<file path="config.mk">
export PLATFORM = sky130hd
export DESIGN_NAME = alu_scheduler
export DESIGN_NICKNAME = d
export VERILOG_FILES = /design/src/rtl/alu_pkg.sv /design/src/rtl/rr_arbiter.sv /design/src/rtl/alu_scheduler.sv
export SDC_FILE = /design/constraint.sdc
export NUM_CORES = 1
export LEC_CHECK = 0
export CORE_MARGIN = 2
export CORE_UTILIZATION = 55
export CTS_BUF_LIST = sky130_fd_sc_hd__clkbuf_4 sky130_fd_sc_hd__clkbuf_8
export DETAILED_ROUTE_END_ITERATION = 10
export DONT_BUFFER_PORTS = 1
export GPL_TIMING_DRIVEN = 1
export PLACE_DENSITY = 0.77
export SETUP_SLACK_MARGIN = 0.5
export SLEW_MARGIN = 20
export SYNTH_ARGS = -nofsm -noshare
export SYNTH_HDL_FRONTEND = slang
export SYNTH_SLANG_ARGS = --single-unit
</file>
<file path="constraint.sdc">
create_clock -name clock -period 3.41 [get_ports clock]
set_input_delay 0.682 -clock clock [delete_from_list [all_inputs] [get_ports clock]]
set_output_delay 0.682 -clock clock [all_outputs]
set_load 0.05 [all_outputs]
</file>
<file path="src/rtl/alu_pkg.sv">
// Shared types for the ALU scheduler: op selects, error code and scheduler FSM states.
package alu_pkg;

    typedef enum logic [3:0] {
        ADD = 4'b0000,
        SUB = 4'b0001,
        MUL = 4'b0010,
        DIV = 4'b0011
    } alu_op_e;

    localparam logic [7:0] ALU_ERR_CODE = 8'hAC;

    typedef enum logic [1:0] {
        IDLE,
        ISSUE,
        CAPTURE,
        RESP
    } sched_state_e;

endpackage

</file>
<file path="src/rtl/rr_arbiter.sv">
// Combinational round-robin arbiter: one-hot grant to the first request at or after ptr.
module rr_arbiter #(
    parameter int N = 4,
    localparam int PW = $clog2(N)
) (
    input  logic [N-1:0]  req,
    input  logic [PW-1:0] ptr,
    output logic [N-1:0]  grant
);

    logic [PW-1:0] idx;
    logic          found;

    always_comb begin
        grant = '0;
        found = 1'b0;
        idx   = '0;
        for (int k = 0; k < N; k++) begin
            idx = PW'((int'(ptr) + k) % N);
            if (!found && req[idx]) begin
                grant[idx] = 1'b1;
                found      = 1'b1;
            end
        end
    end

endmodule

</file>
<file path="src/rtl/alu_scheduler.sv">
// Shares one registered-output ALU among NUM_REQ requesters: round-robin accept,
// issue, capture after the ALU's one-cycle latency, then a valid/ready response.
module alu_scheduler
    import alu_pkg::*;
#(
    parameter int NUM_REQ = 4,
    localparam int ID_W = $clog2(NUM_REQ)
) (
    input  logic                 clock,
    input  logic                 reset_n,
    input  logic [NUM_REQ-1:0]   req_valid,
    output logic [NUM_REQ-1:0]   req_ready,
    input  logic [NUM_REQ*8-1:0] req_a,
    input  logic [NUM_REQ*8-1:0] req_b,
    input  logic [NUM_REQ*4-1:0] req_sel,
    output logic [7:0]           alu_a,
    output logic [7:0]           alu_b,
    output logic [3:0]           alu_sel,
    input  logic [7:0]           alu_out,
    input  logic                 alu_carry,
    output logic                 resp_valid,
    input  logic                 resp_ready,
    output logic [ID_W-1:0]      resp_id,
    output logic [7:0]           resp_result,
    output logic                 resp_carry,
    output logic                 resp_err,
    output logic [15:0]          op_count
);

    sched_state_e state_q, state_d;
    logic [ID_W-1:0] ptr_q, ptr_d;
    logic [7:0]      op_a_q, op_a_d, op_b_q, op_b_d;
    logic [3:0]      op_sel_q, op_sel_d;
    logic [ID_W-1:0] op_id_q, op_id_d;
    logic [ID_W-1:0] resp_id_q, resp_id_d;
    logic [7:0]      resp_result_q, resp_result_d;
    logic            resp_carry_q, resp_carry_d;
    logic            resp_err_q, resp_err_d;
    logic [15:0]     op_count_q, op_count_d;

    logic [NUM_REQ-1:0] grant;
    logic [ID_W-1:0]    gnt_id;
    logic [7:0]         gnt_a, gnt_b;
    logic [3:0]         gnt_sel;
    logic               handshake;
    logic               div_zero;

    rr_arbiter #(
        .N(NUM_REQ)
    ) u_arb (
        .req  (req_valid),
        .ptr  (ptr_q),
        .grant(grant)
    );

    always_comb begin
        gnt_id  = '0;
        gnt_a   = '0;
        gnt_b   = '0;
        gnt_sel = '0;
        for (int i = 0; i < NUM_REQ; i++) begin
            if (grant[i]) begin
                gnt_id  = ID_W'(i);
                gnt_a   = req_a[i*8 +: 8];
                gnt_b   = req_b[i*8 +: 8];
                gnt_sel = req_sel[i*4 +: 4];
            end
        end
    end

    // Gated by reset_n so nothing is accepted while reset is held.
    assign req_ready = (reset_n && state_q == IDLE) ? grant : '0;
    assign handshake = |(req_valid & req_ready);
    assign div_zero  = (op_sel_q == DIV) && (op_b_q == 8'h00);

    always_comb begin
        state_d       = state_q;
        ptr_d         = ptr_q;
        op_a_d        = op_a_q;
        op_b_d        = op_b_q;
        op_sel_d      = op_sel_q;
        op_id_d       = op_id_q;
        resp_id_d     = resp_id_q;
        resp_result_d = resp_result_q;
        resp_carry_d  = resp_carry_q;
        resp_err_d    = resp_err_q;
        op_count_d    = op_count_q;
        unique case (state_q)
            IDLE: begin
                if (handshake) begin
                    state_d  = ISSUE;
                    op_a_d   = gnt_a;
                    op_b_d   = gnt_b;
                    op_sel_d = gnt_sel;
                    op_id_d  = gnt_id;
                    if (int'(gnt_id) == NUM_REQ - 1) begin
                        ptr_d = '0;
                    end else begin
                        ptr_d = gnt_id + 1'b1;
                    end
                end
            end
            ISSUE: state_d = CAPTURE;
            CAPTURE: begin
                state_d       = RESP;
                resp_id_d     = op_id_q;
                resp_result_d = div_zero ? 8'h00 : alu_out;
                resp_err_d    = div_zero || (op_sel_q > 4'b0011);
                resp_carry_d  = (op_sel_q == ADD) && alu_carry;
            end
            RESP: begin
                if (resp_ready) begin
                    state_d = IDLE;
                    if (op_count_q != 16'hFFFF) begin
                        op_count_d = op_count_q + 16'd1;
                    end
                end
            end
            default: state_d = IDLE;
        endcase
    end

    always_ff @(posedge clock) begin
        if (!reset_n) begin
            state_q       <= IDLE;
            ptr_q         <= '0;
            op_a_q        <= '0;
            op_b_q        <= '0;
            op_sel_q      <= '0;
            op_id_q       <= '0;
            resp_id_q     <= '0;
            resp_result_q <= '0;
            resp_carry_q  <= 1'b0;
            resp_err_q    <= 1'b0;
            op_count_q    <= '0;
        end else begin
            state_q       <= state_d;
            ptr_q         <= ptr_d;
            op_a_q        <= op_a_d;
            op_b_q        <= op_b_d;
            op_sel_q      <= op_sel_d;
            op_id_q       <= op_id_d;
            resp_id_q     <= resp_id_d;
            resp_result_q <= resp_result_d;
            resp_carry_q  <= resp_carry_d;
            resp_err_q    <= resp_err_d;
            op_count_q    <= op_count_d;
        end
    end

    assign alu_a       = op_a_q;
    assign alu_b       = op_b_q;
    assign alu_sel     = op_sel_q;
    assign resp_valid  = (state_q == RESP);
    assign resp_id     = resp_id_q;
    assign resp_result = resp_result_q;
    assign resp_carry  = resp_carry_q;
    assign resp_err    = resp_err_q;
    assign op_count    = op_count_q;

endmodule

</file>
==> impl_metrics.env <==
export IMPL_num_vias=3401
export IMPL_slowest_delay_ns=0.62
export IMPL_rrSetupSlack_ns=0.29
export IMPL_syn_inst=394
export IMPL_rsz0062_at_grt="true"
export IMPL_place_gp_congestion=0.892
export IMPL_postRouteWirelength_mm=11.2
export IMPL_overflow=0
export IMPL_fmax_mhz=318
export IMPL_n_antenna_cell=0
export IMPL_grt_pass1_wl_mm=16.8
export IMPL_cts_tree="yes"
export IMPL_synth_edff_count=0
export IMPL_vdd_drop_max_uv=869
export IMPL_setup_tns_ns=0
export IMPL_grt_pass1_vias=3274
export IMPL_fillCellCount=438
export IMPL_min_period_ns=3.14
export IMPL_hold_class="in -> reg"
export IMPL_cts_buffers_inserted=5
export IMPL_async_flop_share_pct=0
export IMPL_total_power_mw=5.72
export IMPL_root_buffer="clkbuf_8"
export IMPL_timing_final_crit_share_pct=92.2
export IMPL_status="finished, final reports clean"
export IMPL_worst_slew_pin_slew_ns=0.731
export IMPL_postCtsHoldBufs=0
export IMPL_synth_nets=501
export IMPL_worst_path_max_delay_cell="mux4_2"
export IMPL_critical_path_class="reg -> out"
export IMPL_worstSetupStartpointType="flop"
export IMPL_syn_area_sq_mm=0.00352
export IMPL_r2r_cells=14
export IMPL_drc=0
export IMPL_wire_per_inst_um=22.1
export IMPL_drtPass1Iterations=8
export IMPL_place_ws_ns=0.149
export IMPL_setup_viol=0
export IMPL_final_hold_viol_count=0
export IMPL_hold_depth=1
export IMPL_cp_arrival_ns=2.46
export IMPL_portBuffers=0
export IMPL_core_sq_mm=0.00628
export IMPL_area_growth_pct=23.9
export IMPL_whs_endpoint="ptr_q[0]"
export IMPL_final_layout_size_suffix_gt1_share_pct=34.3
export IMPL_synth_main_ff_cell="dfxtp_1"
export IMPL_rows=29
export IMPL_crit_path_end_kind="output pin"
export IMPL_grt_max_degree=44
export IMPL_path_cells="inv_4 > ha_4 > mux4_2 > o32ai_2 > nor3_4 > nor2_4"
export IMPL_slew_headroom_pct=50.6
export IMPL_r2r_start="ptr_q[1]"
export IMPL_yosysSeqAreaShare_pct=30.7
export IMPL_leakage_nw=1.67
export IMPL_place_area_sq_mm=0.00358
export IMPL_cp_data_required_time_ns=2.73
export IMPL_htreeDepth=2
export IMPL_die_area_sq_mm=0.00706
export IMPL_io_pins=149
export IMPL_maxCapViolCount=0
export IMPL_min_from="reset_n"
export IMPL_hpwlAfterDp_mm=6.53
export IMPL_ant_nets=0
export IMPL_crit_fanout=7
export IMPL_stdcell_area_sq_mm=0.00437
export IMPL_drtIter0Drc=240
export IMPL_clock_sinks=54
export IMPL_holdWs_ns=0.484
export IMPL_initial_core_util_pct=56.1
export IMPL_setup_ws_ns=0.266
export IMPL_path_clk_slew_ns=0.10
export IMPL_fp_dieW_um=84.0
export IMPL_clock_latency_ns=0.31
export IMPL_slew_viol_final=0
export IMPL_die_height_um=84.0
export IMPL_powerDensity_mw_per_mm2=1310
export IMPL_reg2reg_to="alu_a[4]"
export IMPL_skew_ns=0.00743
export IMPL_antenna_found_initial=0
export IMPL_avgSynthCellArea_sq_um=8.94
export IMPL_clk_path_buf_depth=2
export IMPL_ys_warn_count=0
export IMPL_grt_use_total_pct=29.5
export IMPL_synth_seq_cells=54
export IMPL_ys_types=62
export IMPL_detail_route_vias_per_cell=6.73
export IMPL_nets=535
==> power breakdown <==
group / total [mW] / internal, mW / switching [mW]
sequential: 1.44 / 0.808 / 0.630
clock: 0.450 / 0.235 / 0.214
combinational: 3.83 / 1.88 / 1.95
==> sequential cells by signal, summed over array words and instances (netlist names) <==
name / count
op_id_q: 2
resp_carry: 1
ptr_q: 2
alu_b: 8
resp_id: 2
op_count: 16
alu_a: 8
alu_sel: 4
state_q: 2
resp_err: 1
resp_result: 8
==> cell families (layout without fill, tap and decap cells) <==
family / count (synthesis) / after routing / synth area share [%]
compound gates: 119 / 119 / 30.8
fa+ha+maj: 11 / 11 / 3.91
buf+inv: 41 / 71 / 7.67
mux: 6 / 6 / 2.77
simple gates: 148 / 152 / 20.5
flops: 54 / 54 / 30.7
xor+xnor: 15 / 15 / 3.73
==> metal layers <==
layer / vias to the layer above / track usage [%] / share of wire, %
met5: - / 0 / 0
met4: 0 / 13.5 / 4.1
met3: 49 / 9.20 / 10
met1: 1608 / 34.4 / 38
li1: 1516 / - / -
met2: 228 / 49.1 / 48
==> placed cells by master, fill, tap and decap left out, types with 5 or more instances in the layout <==
master / n
buf_4: 31
nor2_4: 6
a221oi_2: 14
inv_1: 11
o22ai_2: 22
nor2_1: 31
clkbuf_8: 6
a21oi_1: 11
ha_1: 10
nand2_1: 51
xnor2_1: 5
nand2b_1: 6
nor2b_1: 8
o21ai_0: 21
buf_6: 11
xor2_1: 10
nand3_1: 9
o22ai_1: 18
dfxtp_1: 52
nor3_1: 5
a221oi_4: 6
==> cell usage after synthesis (4+ instances only) <==
| library cell | number | area [sq um] |
|---|---|---|
| dfxtp_1 | 54 | 1080 |
| nand2_1 | 51 | 191 |
| nor2_1 | 37 | 139 |
| o21ai_0 | 21 | 105 |
| a221oi_2 | 20 | 300 |
| o22ai_1 | 20 | 125 |
| o22ai_2 | 20 | 250 |
| a21oi_1 | 14 | 70.1 |
| inv_1 | 13 | 48.8 |
| ha_1 | 11 | 138 |
| xor2_1 | 10 | 87.6 |
| nand3_1 | 9 | 45.0 |
| nor2b_1 | 8 | 50.1 |
| nor3_1 | 8 | 40.0 |
| buf_6 | 7 | 78.8 |
| clkbuf_1 | 7 | 26.3 |
| nand2b_1 | 6 | 37.5 |
| xnor2_1 | 5 | 43.8 |
| and3_1 | 4 | 25.0 |
| buf_2 | 4 | 20.0 |
==> cell type report <==
type / instances / area, sq um / area share (%)
multi-input combinational: 303 / 2450 / 56.2
clock buffer: 6 / 82.6 / 1.89
tap: 77 / 96.3 / 2.21
sequential: 54 / 1090 / 24.9
clock inverter: 1 / 30.0 / 0.688
timing repair buffer: 51 / 562 / 12.9
inverter: 13 / 53.8 / 1.23
==> per-stage QoR <==
step                utilization (%)  cells
floorplan                         -    394
detailed placement             57.1    457
global placement               57.1    457
global route                   69.5    505
CTS                            67.4    501
finish                         69.5    505
==> worst max-delay path: cells and delay by family, from the launching register on <==
kind            cells  cell delay [ns]
flops               1             0.37
fa+ha+maj           1             0.28
mux                 1             0.62
simple gates        2             0.39
compound gates      1             0.44
buf+inv             1             0.04
==> worst max-delay path by stage <==
| stage | start | end | slack (ns) | cells after the start |
|---|---|---|---|---|
| finish | ptr_q[1] | req_ready[3] | 0.27 | 6 |
| global route | ptr_q[1] | alu_a[4] | 0.21 | 14 |
| CTS | ptr_q[0] | req_ready[2] | 0.33 | 8 |
| detailed placement | ptr_q[0] | op_id_q[1] | 0.15 | 9 |
| global placement | ptr_q[0] | op_id_q[1] | 0.24 | 9 |
| floorplan | ptr_q[0] | req_ready[3] | 0.52 | 8 |
==> timing repair <==
action / CTS / global route
setup buffers: 30 / 3
endpoints found under the setup margin: 30 / 30
pin swaps: 31 / 27
cloned: 7 / 1
resized for setup: 37 / 17
No activity file was read; power rests on OpenSTA's default activity.
